**src/rtl/fault_mcast_injector.sv**
```systemverilog
// Local-port injection stage: stamps source coordinates and, when a fault is present,
// expands multicast/broadcast packets into a unicast sequence that skips the faulty node.
module fault_mcast_injector #(
    parameter logic [2:0]  LOCAL_X = 3'd0,
    parameter logic [2:0]  LOCAL_Y = 3'd0,
    parameter int unsigned DATA_W  = 32
) (
    input  logic              clk,
    input  logic              rst_n,
    input  logic              in_valid,
    output logic              in_ready,
    input  logic [1:0]        in_pkt_type,
    input  logic [2:0]        in_tgt_x,
    input  logic [2:0]        in_tgt_y,
    input  logic [DATA_W-1:0] in_data,
    input  logic              pg_en,
    input  logic [2:0]        pg_node_x,
    input  logic [2:0]        pg_node_y,
    output logic              out_valid,
    input  logic              out_ready,
    output logic [1:0]        out_pkt_type,
    output logic [2:0]        out_src_x,
    output logic [2:0]        out_src_y,
    output logic [2:0]        out_tgt_x,
    output logic [2:0]        out_tgt_y,
    output logic [DATA_W-1:0] out_data,
    output logic              out_last,
    output logic              drop_pulse
);

    typedef enum logic [1:0] {StIdle, StPass, StExpand} state_e;

    state_e              state_q, state_d;
    logic                valid_q, valid_d, last_q, last_d, drop_q, drop_d;
    logic [1:0]          type_q, type_d, mtype_q, mtype_d;
    logic [2:0]          src_x_q, src_x_d, src_y_q, src_y_d;
    logic [2:0]          tgt_x_q, tgt_x_d, tgt_y_q, tgt_y_d;
    logic [2:0]          fx_q, fx_d, fy_q, fy_d;
    logic [DATA_W-1:0]   data_q, data_d;

    // Position encoding is {y, x}; step walks column, row or raster order.
    function automatic logic [5:0] step(input logic [1:0] t, input logic [2:0] x,
                                        input logic [2:0] y);
        case (t)
            2'b01:   return {y + 3'd1, x};
            2'b10:   return {y, x + 3'd1};
            default: return (x == 3'd7) ? {y + 3'd1, 3'd0} : {y, x + 3'd1};
        endcase
    endfunction

    function automatic logic at_end(input logic [1:0] t, input logic [2:0] x,
                                    input logic [2:0] y);
        case (t)
            2'b01:   return y == 3'd7;
            2'b10:   return x == 3'd7;
            default: return (x == 3'd7) && (y == 3'd7);
        endcase
    endfunction

    // Last if at end of sequence, or if only the faulty node remains after it.
    function automatic logic is_last(input logic [1:0] t, input logic [2:0] x,
                                     input logic [2:0] y, input logic [2:0] fx,
                                     input logic [2:0] fy);
        logic [5:0] n;
        n = step(t, x, y);
        return at_end(t, x, y) || ((n == {fy, fx}) && at_end(t, n[2:0], n[5:3]));
    endfunction

    logic       accept, drop_in, expand_in;
    logic [2:0] org_x, org_y;
    logic [5:0] first_pos, p1, next_pos;

    assign in_ready  = !valid_q || (out_ready && last_q);
    assign accept    = in_valid && in_ready;
    assign drop_in   = pg_en && (in_pkt_type == 2'b00) &&
                       (in_tgt_x == pg_node_x) && (in_tgt_y == pg_node_y);
    assign expand_in = pg_en && (in_pkt_type != 2'b00);

    assign org_x     = (in_pkt_type == 2'b01) ? in_tgt_x : 3'd0;
    assign org_y     = (in_pkt_type == 2'b10) ? in_tgt_y : 3'd0;
    assign first_pos = ({org_y, org_x} == {pg_node_y, pg_node_x}) ?
                       step(in_pkt_type, org_x, org_y) : {org_y, org_x};
    assign p1        = step(mtype_q, tgt_x_q, tgt_y_q);
    assign next_pos  = (p1 == {fy_q, fx_q}) ? step(mtype_q, p1[2:0], p1[5:3]) : p1;

    always_comb begin
        state_d = state_q;
        valid_d = valid_q;
        last_d  = last_q;
        drop_d  = 1'b0;
        type_d  = type_q;
        mtype_d = mtype_q;
        src_x_d = src_x_q;
        src_y_d = src_y_q;
        tgt_x_d = tgt_x_q;
        tgt_y_d = tgt_y_q;
        fx_d    = fx_q;
        fy_d    = fy_q;
        data_d  = data_q;
        if (accept) begin
            if (drop_in) begin
                valid_d = 1'b0;
                last_d  = 1'b0;
                drop_d  = 1'b1;
                state_d = StIdle;
            end else begin
                valid_d = 1'b1;
                src_x_d = LOCAL_X;
                src_y_d = LOCAL_Y;
                data_d  = in_data;
                if (expand_in) begin
                    type_d  = 2'b00;
                    tgt_x_d = first_pos[2:0];
                    tgt_y_d = first_pos[5:3];
                    last_d  = is_last(in_pkt_type, first_pos[2:0], first_pos[5:3],
                                      pg_node_x, pg_node_y);
                    mtype_d = in_pkt_type;
                    fx_d    = pg_node_x;
                    fy_d    = pg_node_y;
                    state_d = StExpand;
                end else begin
                    type_d  = in_pkt_type;
                    tgt_x_d = in_tgt_x;
                    tgt_y_d = in_tgt_y;
                    last_d  = 1'b1;
                    state_d = StPass;
                end
            end
        end else if (valid_q && out_ready) begin
            if (last_q) begin
                valid_d = 1'b0;
                last_d  = 1'b0;
                state_d = StIdle;
            end else if (state_q == StExpand) begin
                tgt_x_d = next_pos[2:0];
                tgt_y_d = next_pos[5:3];
                last_d  = is_last(mtype_q, next_pos[2:0], next_pos[5:3], fx_q, fy_q);
            end
        end
    end

    always_ff @(posedge clk or negedge rst_n) begin
        if (!rst_n) begin
            state_q <= StIdle;
            valid_q <= 1'b0;
            last_q  <= 1'b0;
            drop_q  <= 1'b0;
            type_q  <= 2'b00;
            mtype_q <= 2'b00;
            src_x_q <= 3'd0;
            src_y_q <= 3'd0;
            tgt_x_q <= 3'd0;
            tgt_y_q <= 3'd0;
            fx_q    <= 3'd0;
            fy_q    <= 3'd0;
            data_q  <= '0;
        end else begin
            state_q <= state_d;
            valid_q <= valid_d;
            last_q  <= last_d;
            drop_q  <= drop_d;
            type_q  <= type_d;
            mtype_q <= mtype_d;
            src_x_q <= src_x_d;
            src_y_q <= src_y_d;
            tgt_x_q <= tgt_x_d;
            tgt_y_q <= tgt_y_d;
            fx_q    <= fx_d;
            fy_q    <= fy_d;
            data_q  <= data_d;
        end
    end

    assign out_valid    = valid_q;
    assign out_last     = last_q;
    assign drop_pulse   = drop_q;
    assign out_pkt_type = type_q;
    assign out_src_x    = src_x_q;
    assign out_src_y    = src_y_q;
    assign out_tgt_x    = tgt_x_q;
    assign out_tgt_y    = tgt_y_q;
    assign out_data     = data_q;

endmodule
```
**config.mk**
```make
export PLATFORM = sky130hd
export DESIGN_NAME = fault_mcast_injector
export DESIGN_NICKNAME = d
export VERILOG_FILES = /design/src/rtl/fault_mcast_injector.sv
export SDC_FILE = /design/constraint.sdc
export NUM_CORES = 1
export LEC_CHECK = 0
export BUFFER_PORTS_ARGS = -buffer_cell sky130_fd_sc_hd__buf_2
export CAP_MARGIN = 25
export CORE_ASPECT_RATIO = 1.2
export CORE_MARGIN = 2
export CORE_UTILIZATION = 25
export CTS_BUF_LIST = sky130_fd_sc_hd__clkbuf_4 sky130_fd_sc_hd__clkbuf_8 sky130_fd_sc_hd__clkbuf_16
export CTS_CLUSTER_SIZE = 14
export DETAILED_ROUTE_END_ITERATION = 8
export GPL_ROUTABILITY_DRIVEN = 0
export GPL_TIMING_DRIVEN = 1
export PLACE_DENSITY = 0.5
export SLEW_MARGIN = 20
export SYNTH_ARGS = -nofsm -noshare
export SYNTH_HDL_FRONTEND = slang
export SYNTH_SLANG_ARGS = --single-unit
```
**constraint.sdc**
```tcl
create_clock -name clk -period 11.3 [get_ports clk]
set_input_delay 1.13 -clock clk [delete_from_list [all_inputs] [get_ports clk]]
set_output_delay 1.13 -clock clk [all_outputs]
set_load 0.02 [all_outputs]
```
==> impl_metrics.tcl, run 1 <==
set metrics [dict create \
    yosys_warnings 0 \
    insertion_delay_ps 290 \
    maxSlewViolCount 0 \
    hold_buffers 0 \
    synth_area_leaders "dfrtp_1 31%, mux2_2 12%, ha_1 7.2%" \
    clock-root-buffer "clkbuf_16" \
    vias 3986 \
    dieHeight_um 148 \
    worstSetupEndpointType "flip-flop" \
    tightestPinTransition_ps 942 \
    synth_cell_types 77 \
    synth_compound_area_share_pct 22.9 \
    first_global_vias 3913 \
    relSlewSlack_pct 37.0 \
    cpMostUsedCell "ha_1" \
    grt_start_max_net_pins 44 \
    vias_per_cell 5.17 \
    wire_per_inst_um 16.8 \
    synth_top_area_share_pct 30.7 \
    syn-mean-instance-area_sq_um 9.14 \
    nNetsFinal 629 \
    finalSetupTns_ps 0 \
    ys_ff_latch 53 \
    hold_viol_final 0 \
    synth.most_common_cell "dfrtp_1" \
    path_buf_inv 2 \
    cts_inserted_buffers 5 \
    fmax_mhz 175 \
    yosysSeqAreaShare_pct 30.7 \
    die_area_sq_mm 0.0184 \
    rsz0062_at_grt "no" \
    clk_pin_slew_ps 70 \
    drc 0 \
    syn_inst 473 \
    timing.final.crit_share_pct 50.6 \
    startpoint "in_pkt_type[1]" \
    cap_violations 0 \
    skew_ps 6.67 \
    setup_violations 0 \
    synth_top_cell_by_area "dfrtp_1" \
    port_buffers 94 \
    place_hpwl_mm 10.3 \
    hold_start "out_pkt_type[0]$_DFFE_PN0P_" \
    critPathSlowestCell "a221oi_2" \
    overflow 0 \
    regToRegStartpoint "mtype_q[0]$_DFFE_PN0P_" \
    hp-class "reg -> reg" \
    power_density_mw_per_mm2 306 \
    cts_sinks 53 \
    wl_mm 12.9 \
    worstSetupStartpointType "input pin" \
    cp_max_fo 12 \
    cts_max_level 2 \
    synth_edf_count 0 \
    synth_top_family_by_area "compound AO/OA/AOI/OAI gates" \
    path_cells "buf_2, inv_1, ha_1, nand2_1, a22o_1, a221oi_2, and2_1, a31oi_1, o21ai_0, ha_1, ha_1, xnor2_1, and4_1, o31ai_1, nand4_1, nor4_2, a211oi_1, o41ai_1, a31o_1" \
    die_w_um 124 \
    antenna_found_initial 1 \
    cts_tree "built" \
    synth_area_sq_mm 0.00432 \
    synth_common_cells "53 x dfrtp_1, 48 x nand2_1, 46 x mux2_2, 28 x nor2_1, 27 x a21oi_1" \
    path_delay_family "compound AO/OA/AOI/OAI gates" \
    synth_simple_gate_area_share_pct 16.8 \
    post_cts_resize_count 0 \
    period_needed_ps 5720 \
    critPathKind "in -> reg" \
    synthAdderAreaFrac_pct 7.23 \
    drtPass1Iterations 7 \
    utilization_pct 30.1 \
    clockBufferDepth 2 \
    syn2layout_area_growth_pct 17.9 \
    grt_pass1_wl_mm 20.9 \
    cpPeakStageDelay_ps 540 \
    drt_iter0_markers 223 \
    grt_use_total_pct 14.2 \
    irDropWorstVdd_mv 0.0970 \
    p_leak_nw 2.30 \
    initial_core_util_pct 25.6 \
    num_rows 52 \
    drive_gt1_share_pct 30.1 \
    synth_xor_area_share_pct 3.85 \
    async_reset_ff_share_pct 100 \
    arrival_ps 5950 \
    outcome "finished clean" \
    cts_post_setup_buffers_inserted 0 \
    ys.flop_type "dfrtp_1" \
    synthMuxAreaShare_pct 12.7 \
    reg2reg_slack_ps 6240 \
    ant_nets 0 \
    holdWs_ps 486 \
    io_pins 101 \
    core_area_sq_mm 0.0169 \
    critical_path_required_ps 11530 \
]
## report_power, final
group / internal, mW / total, mW / switching (mW)
clock network: 0.0892 / 0.162 / 0.0726
registers: 0.283 / 0.365 / 0.0816
logic: 0.415 / 1.03 / 0.619
## worst register-to-register path: stages (launching register included)
cell and delay, ps:
dfrtp_1 430, inv_1 70, ha_1 280, buf_4 360, or4b_2 640, o311a_1 130, and3_1 210, nand4b_4 140
nor2_1 120, a32oi_1 230, o221ai_1 200, ha_1 280, ha_1 220, a21oi_1 460, nand2_1 120, nor3_1 180
a31oi_1 60, a211oi_1 410, nand4_1 130, a22oi_1 210, a31o_1 150
## routing by layer
metal  global-route usage (%)  up-vias  wire, um
met1                     18.6     1944      5540
met3                     1.46       18       552
met2                     24.6      123      6570
met4                     4.21        0       282
met5                        0        -         0
li1                         -     1901         -
## state kept, by name (all words and copies together), names as in the netlist
register and cells:
drop_pulse 1, fx_q 3, fy_q 3, mtype_q 2
out_data 32, out_last 1, out_pkt_type 2, out_tgt_x 3
out_tgt_y 3, out_valid 1, state_q 2
## final timing paths
kind | endpoint | cells past startpoint
worst max-delay path | out_last$_DFFE_PN0P_ | 19
worst min-delay path | out_pkt_type[0]$_DFFE_PN0P_ | 2
worst max register to register | out_last$_DFFE_PN0P_ | 20
worst min register to register | out_pkt_type[0]$_DFFE_PN0P_ | 2
max in group asynchronous | out_tgt_x[1]$_DFFE_PN0P_ | 2
min in group asynchronous | out_data[18]$_DFFE_PN0P_ | 1
## kinds of logic after synthesis
family                     count (synthesis)
and+or+nand+nor                          140
muxes                                     49
buffers and inverters                     53
DFF                                       53
AOI/OAI and AO/OA                        133
other                                      1
xor gates and xnor gates                  19
adders and majority gates                 25
## final cells by class
| cell class | count | area [sq um] |
|---|---|---|
| Clock buffer | 6 | 139 |
| Timing Repair Buffer | 97 | 493 |
| Inverter | 24 | 90.1 |
| Multi-Input combinational cell | 372 | 2760 |
| Antenna cell | 1 | 2.50 |
| Tap cell | 216 | 270 |
| Fill cell | 1830 | 11800 |
| Clock inverter | 2 | 16.3 |
| Sequential cell | 53 | 1330 |
## metrics by stage
step | instance area (sq um) | total power, mW | setup WS [ps] | instances
floorplan | 4340 | 1.12 | 6420 | 478
global placement | 4940 | 1.38 | 5630 | 762
detailed placement | 4940 | 1.40 | 5380 | 762
CTS | 5100 | 1.56 | 5670 | 770
global route | 5100 | 1.69 | 5170 | 771
finish | 5100 | 1.56 | 5580 | 771
## cell usage in the layout (no fill, tap or decap), types with 3 or more instances in the layout
cell,count
a211o_1,3
o21ai_0,26
a211oi_1,5
a31oi_1,3
xor2_1,9
nor2_1,28
nor3_1,9
a311o_1,3
nor3b_1,3
nand3_1,11
nand4_1,5
buf_2,94
xnor2_1,10
a21boi_0,3
a41oi_1,3
buf_4,3
clkbuf_16,5
conb_1,6
nand2b_1,4
a22o_1,6
o31ai_1,3
o22ai_1,5
mux2i_1,3
ha_1,25
mux2_2,46
o211ai_1,9
and2_1,4
a21oi_1,27
and3_1,6
o21a_1,3
nor2b_1,3
a22oi_1,4
inv_1,24
nand2_1,48
a221o_1,3
dfrtp_1,53
Power figures use the tool's default switching activity.
==> run 2, diff against run 1 <==
--- a/config.mk
+++ b/config.mk
@@ -5,6 +5,7 @@
 export SDC_FILE = /design/constraint.sdc
 export NUM_CORES = 1
 export LEC_CHECK = 0
+export ABC_AREA = 1
 export BUFFER_PORTS_ARGS = -buffer_cell sky130_fd_sc_hd__buf_2
 export CAP_MARGIN = 25
 export CORE_ASPECT_RATIO = 1.2
==> constraint.sdc (replaced) <==
create_clock -name clk -period 5.99 [get_ports clk]
set_input_delay 0.599 -clock clk [delete_from_list [all_inputs] [get_ports clk]]
set_output_delay 0.599 -clock clk [all_outputs]
set_load 0.02 [all_outputs]
==> run 2 against run 1 <==
  * Critical path depth increased by 8
  * Largest power group unchanged
  * Highest routed layer unchanged
  * Utilization about the same
  * Register-to-register slack got worse by 4500 ps
  * Global-route usage increased by 0.35 points
  * Largest cell class unchanged
  * Final area increased by 3.9%
==> impl_metrics.tcl, run 2 <==
set metrics [dict create \
    outcome "finished clean" \
    core_area_sq_mm 0.0176 \
    synth_top_area_share_pct 29.6 \
    yosys_warnings 0 \
    async_reset_ff_share_pct 100 \
    syn_inst 714 \
    power_density_mw_per_mm2 607 \
    maxSlewViolCount 0 \
    timing.final.crit_share_pct 70.3 \
    grt_start_max_net_pins 54 \
    syn2layout_area_growth_pct 18.1 \
    synth_common_cells "301 x nand2_1, 78 x inv_1, 61 x nand3_1, 53 x dfrtp_1, 39 x o21ai_0" \
    startpoint "mtype_q[0]$_DFFE_PN0P_" \
    insertion_delay_ps 300 \
    nFillCells 2006 \
    vias_per_cell 4.51 \
    dp_cells 1014 \
    ys.flop_type "dfrtp_1" \
    post_cts_resize_count 0 \
    clock-root-buffer "clkbuf_16" \
    die_w_um 126 \
    reg2reg_slack_ps 1780 \
    cts_max_level 2 \
    hp-class "in -> async" \
    critPathSlowestCell "dfrtp_1" \
    synth.most_common_cell "nand2_1" \
    cts_inserted_buffers 5 \
    finalSetupTns_ps 0 \
    worstSetupStartpointType "flip-flop" \
    place_hpwl_mm 11.0 \
    hold_viol_final 0 \
    clk_pin_slew_ps 80 \
    syn-mean-instance-area_sq_um 6.28 \
    critical_path_cell_count 27 \
    tightestPinTransition_ps 974 \
    cpMostUsedCell "nand2_1" \
    n_antenna_cell 0 \
    vias 4608 \
    crit_end "out_last$_DFFE_PN0P_" \
    port_buffers 94 \
    instances_no_fill 1022 \
    synth_edf_count 0 \
    period_needed_ps 4210 \
    grt_use_total_pct 14.6 \
    cts_post_setup_buffers_inserted 0 \
    cts_sinks 53 \
    hold_buffers 0 \
    synth_top_cell_by_area "dfrtp_1" \
    wire_per_inst_um 13.7 \
    path_delay_family "simple AND/OR/NAND/NOR gates" \
    fmax_mhz 237 \
    arrival_ps 4450 \
    grt_pass1_wl_mm 22.5 \
    dieHeight_um 151 \
    skew_ps 4.83 \
    die_area_sq_mm 0.0190 \
    final_common_cell "nand2_1" \
    cp_max_fo 23 \
    synth_cell_types 40 \
    clockBufferDepth 2 \
    num_rows 53 \
    cpPeakStageDelay_ps 440 \
    wl_mm 14.0 \
    drive_gt1_share_pct 17.5 \
    cap_violations 0 \
    drt_iter0_markers 225 \
    reg2regPathDepth 27 \
    io_pins 101 \
    final_cell_mix "301 x nand2_1, 94 x buf_2, 78 x inv_1" \
    critical_path_required_ps 6220 \
    timing.rr.end "out_last$_DFFE_PN0P_" \
    largest_register_ffs 32 \
    drc 0 \
    path_buf_inv 5 \
    p_leak_nw 3.05 \
    antenna_found_initial 0 \
    synth_area_leaders "dfrtp_1 30%, nand2_1 25%, ha_1 7.0%" \
    synth_area_sq_mm 0.00449 \
    drtPass1Iterations 4 \
    overflow 0 \
    ant_nets 0 \
    yosysSeqAreaShare_pct 29.6 \
    regToRegStartpoint "mtype_q[0]$_DFFE_PN0P_" \
    cts_tree "built" \
    holdWs_ps 409 \
    relSlewSlack_pct 35.1 \
    worstSetupEndpointType "flip-flop" \
    ys_ff_latch 53 \
    first_global_vias 4392 \
    initial_core_util_pct 25.5 \
    rsz0062_at_grt "no" \
    irDropWorstVdd_mv 0.172 \
    setup_violations 0 \
    nNetsFinal 877 \
    critPathKind "reg -> reg" \
]
-- run 2: cell count changes after synthesis, moves of 6 or more --
cell / delta
nand3_1: +50
o211ai_1: -7
nor2_1: +10
nand2_2: +13
mux2_2: -46
a22o_1: -6
inv_1: +54
xnor2_1: -10
nand2_1: +253
o21ai_0: +13
and3_1: -6
nand3_2: +8
-- run 2: worst min path at each step --
stage / slack, ps / startpoint / cells past startpoint / to
after floorplan: 300 / rst_n / 0 / drop_pulse$_DFF_PN0_
after global placement: 460 / out_data[3]$_DFFE_PN0P_ / 2 / out_data[3]$_DFFE_PN0P_
after detailed placement: 460 / out_data[0]$_DFFE_PN0P_ / 2 / out_data[0]$_DFFE_PN0P_
after CTS: 460 / rst_n / 2 / out_data[1]$_DFFE_PN0P_
after global routing: 490 / rst_n / 2 / out_tgt_x[0]$_DFFE_PN0P_
final: 410 / rst_n / 2 / out_data[21]$_DFFE_PN0P_
-- run 2: final cells by class --
cell class / instances / area [sq um] / area share [%]
repair buffers: 98 / 500 / 9.45
flip-flops and latches: 53 / 1330 / 25.0
inverters: 83 / 313 / 5.90
clock buffers: 5 / 125 / 2.36
clock inverters: 3 / 26.3 / 0.496
well taps: 220 / 275 / 5.19
multi-input cells: 560 / 2730 / 51.6
-- run 2: through the flow --
stage	setup slack [ps]	utilization (%)	power (mW)	area (sq um)
6_report	1780	30.2	3.22	5300
5_1_grt	1310	30.2	3.59	5300
4_1_cts	1750	30.2	3.24	5300
3_5_place_dp	1500	29.3	2.92	5150
3_3_place_gp	1470	29.3	2.92	5150
2_1_floorplan	2410	-	2.33	4500
-- run 2: power breakdown --
group	internal, mW	total (mW)	switching (mW)	leakage, nW
Sequential	0.527	0.656	0.129	0.657
Clock	0.158	0.306	0.147	0.0680
Combinational	0.725	2.26	1.53	2.32
Total	1.41	3.22	1.81	3.05
-- run 2: cells by family after synthesis --
logic type | synth area share, %
buf+inv | 9.93
simple gates | 42.1
flops | 29.6
xor+xnor | 1.37
fa+ha+maj | 6.97
other cells | 0.0836
compound gates | 9.96
-- run 2: metal layers --
layer | global-route usage (%) | share of wire [%] | vias up
li1 | - | - | 2428
met1 | 18.9 | 46 | 2084
met2 | 25.9 | 50 | 81
met3 | 1.31 | 2.6 | 15
met4 | 4.07 | 1.8 | 0
met5 | 0 | 0 | -
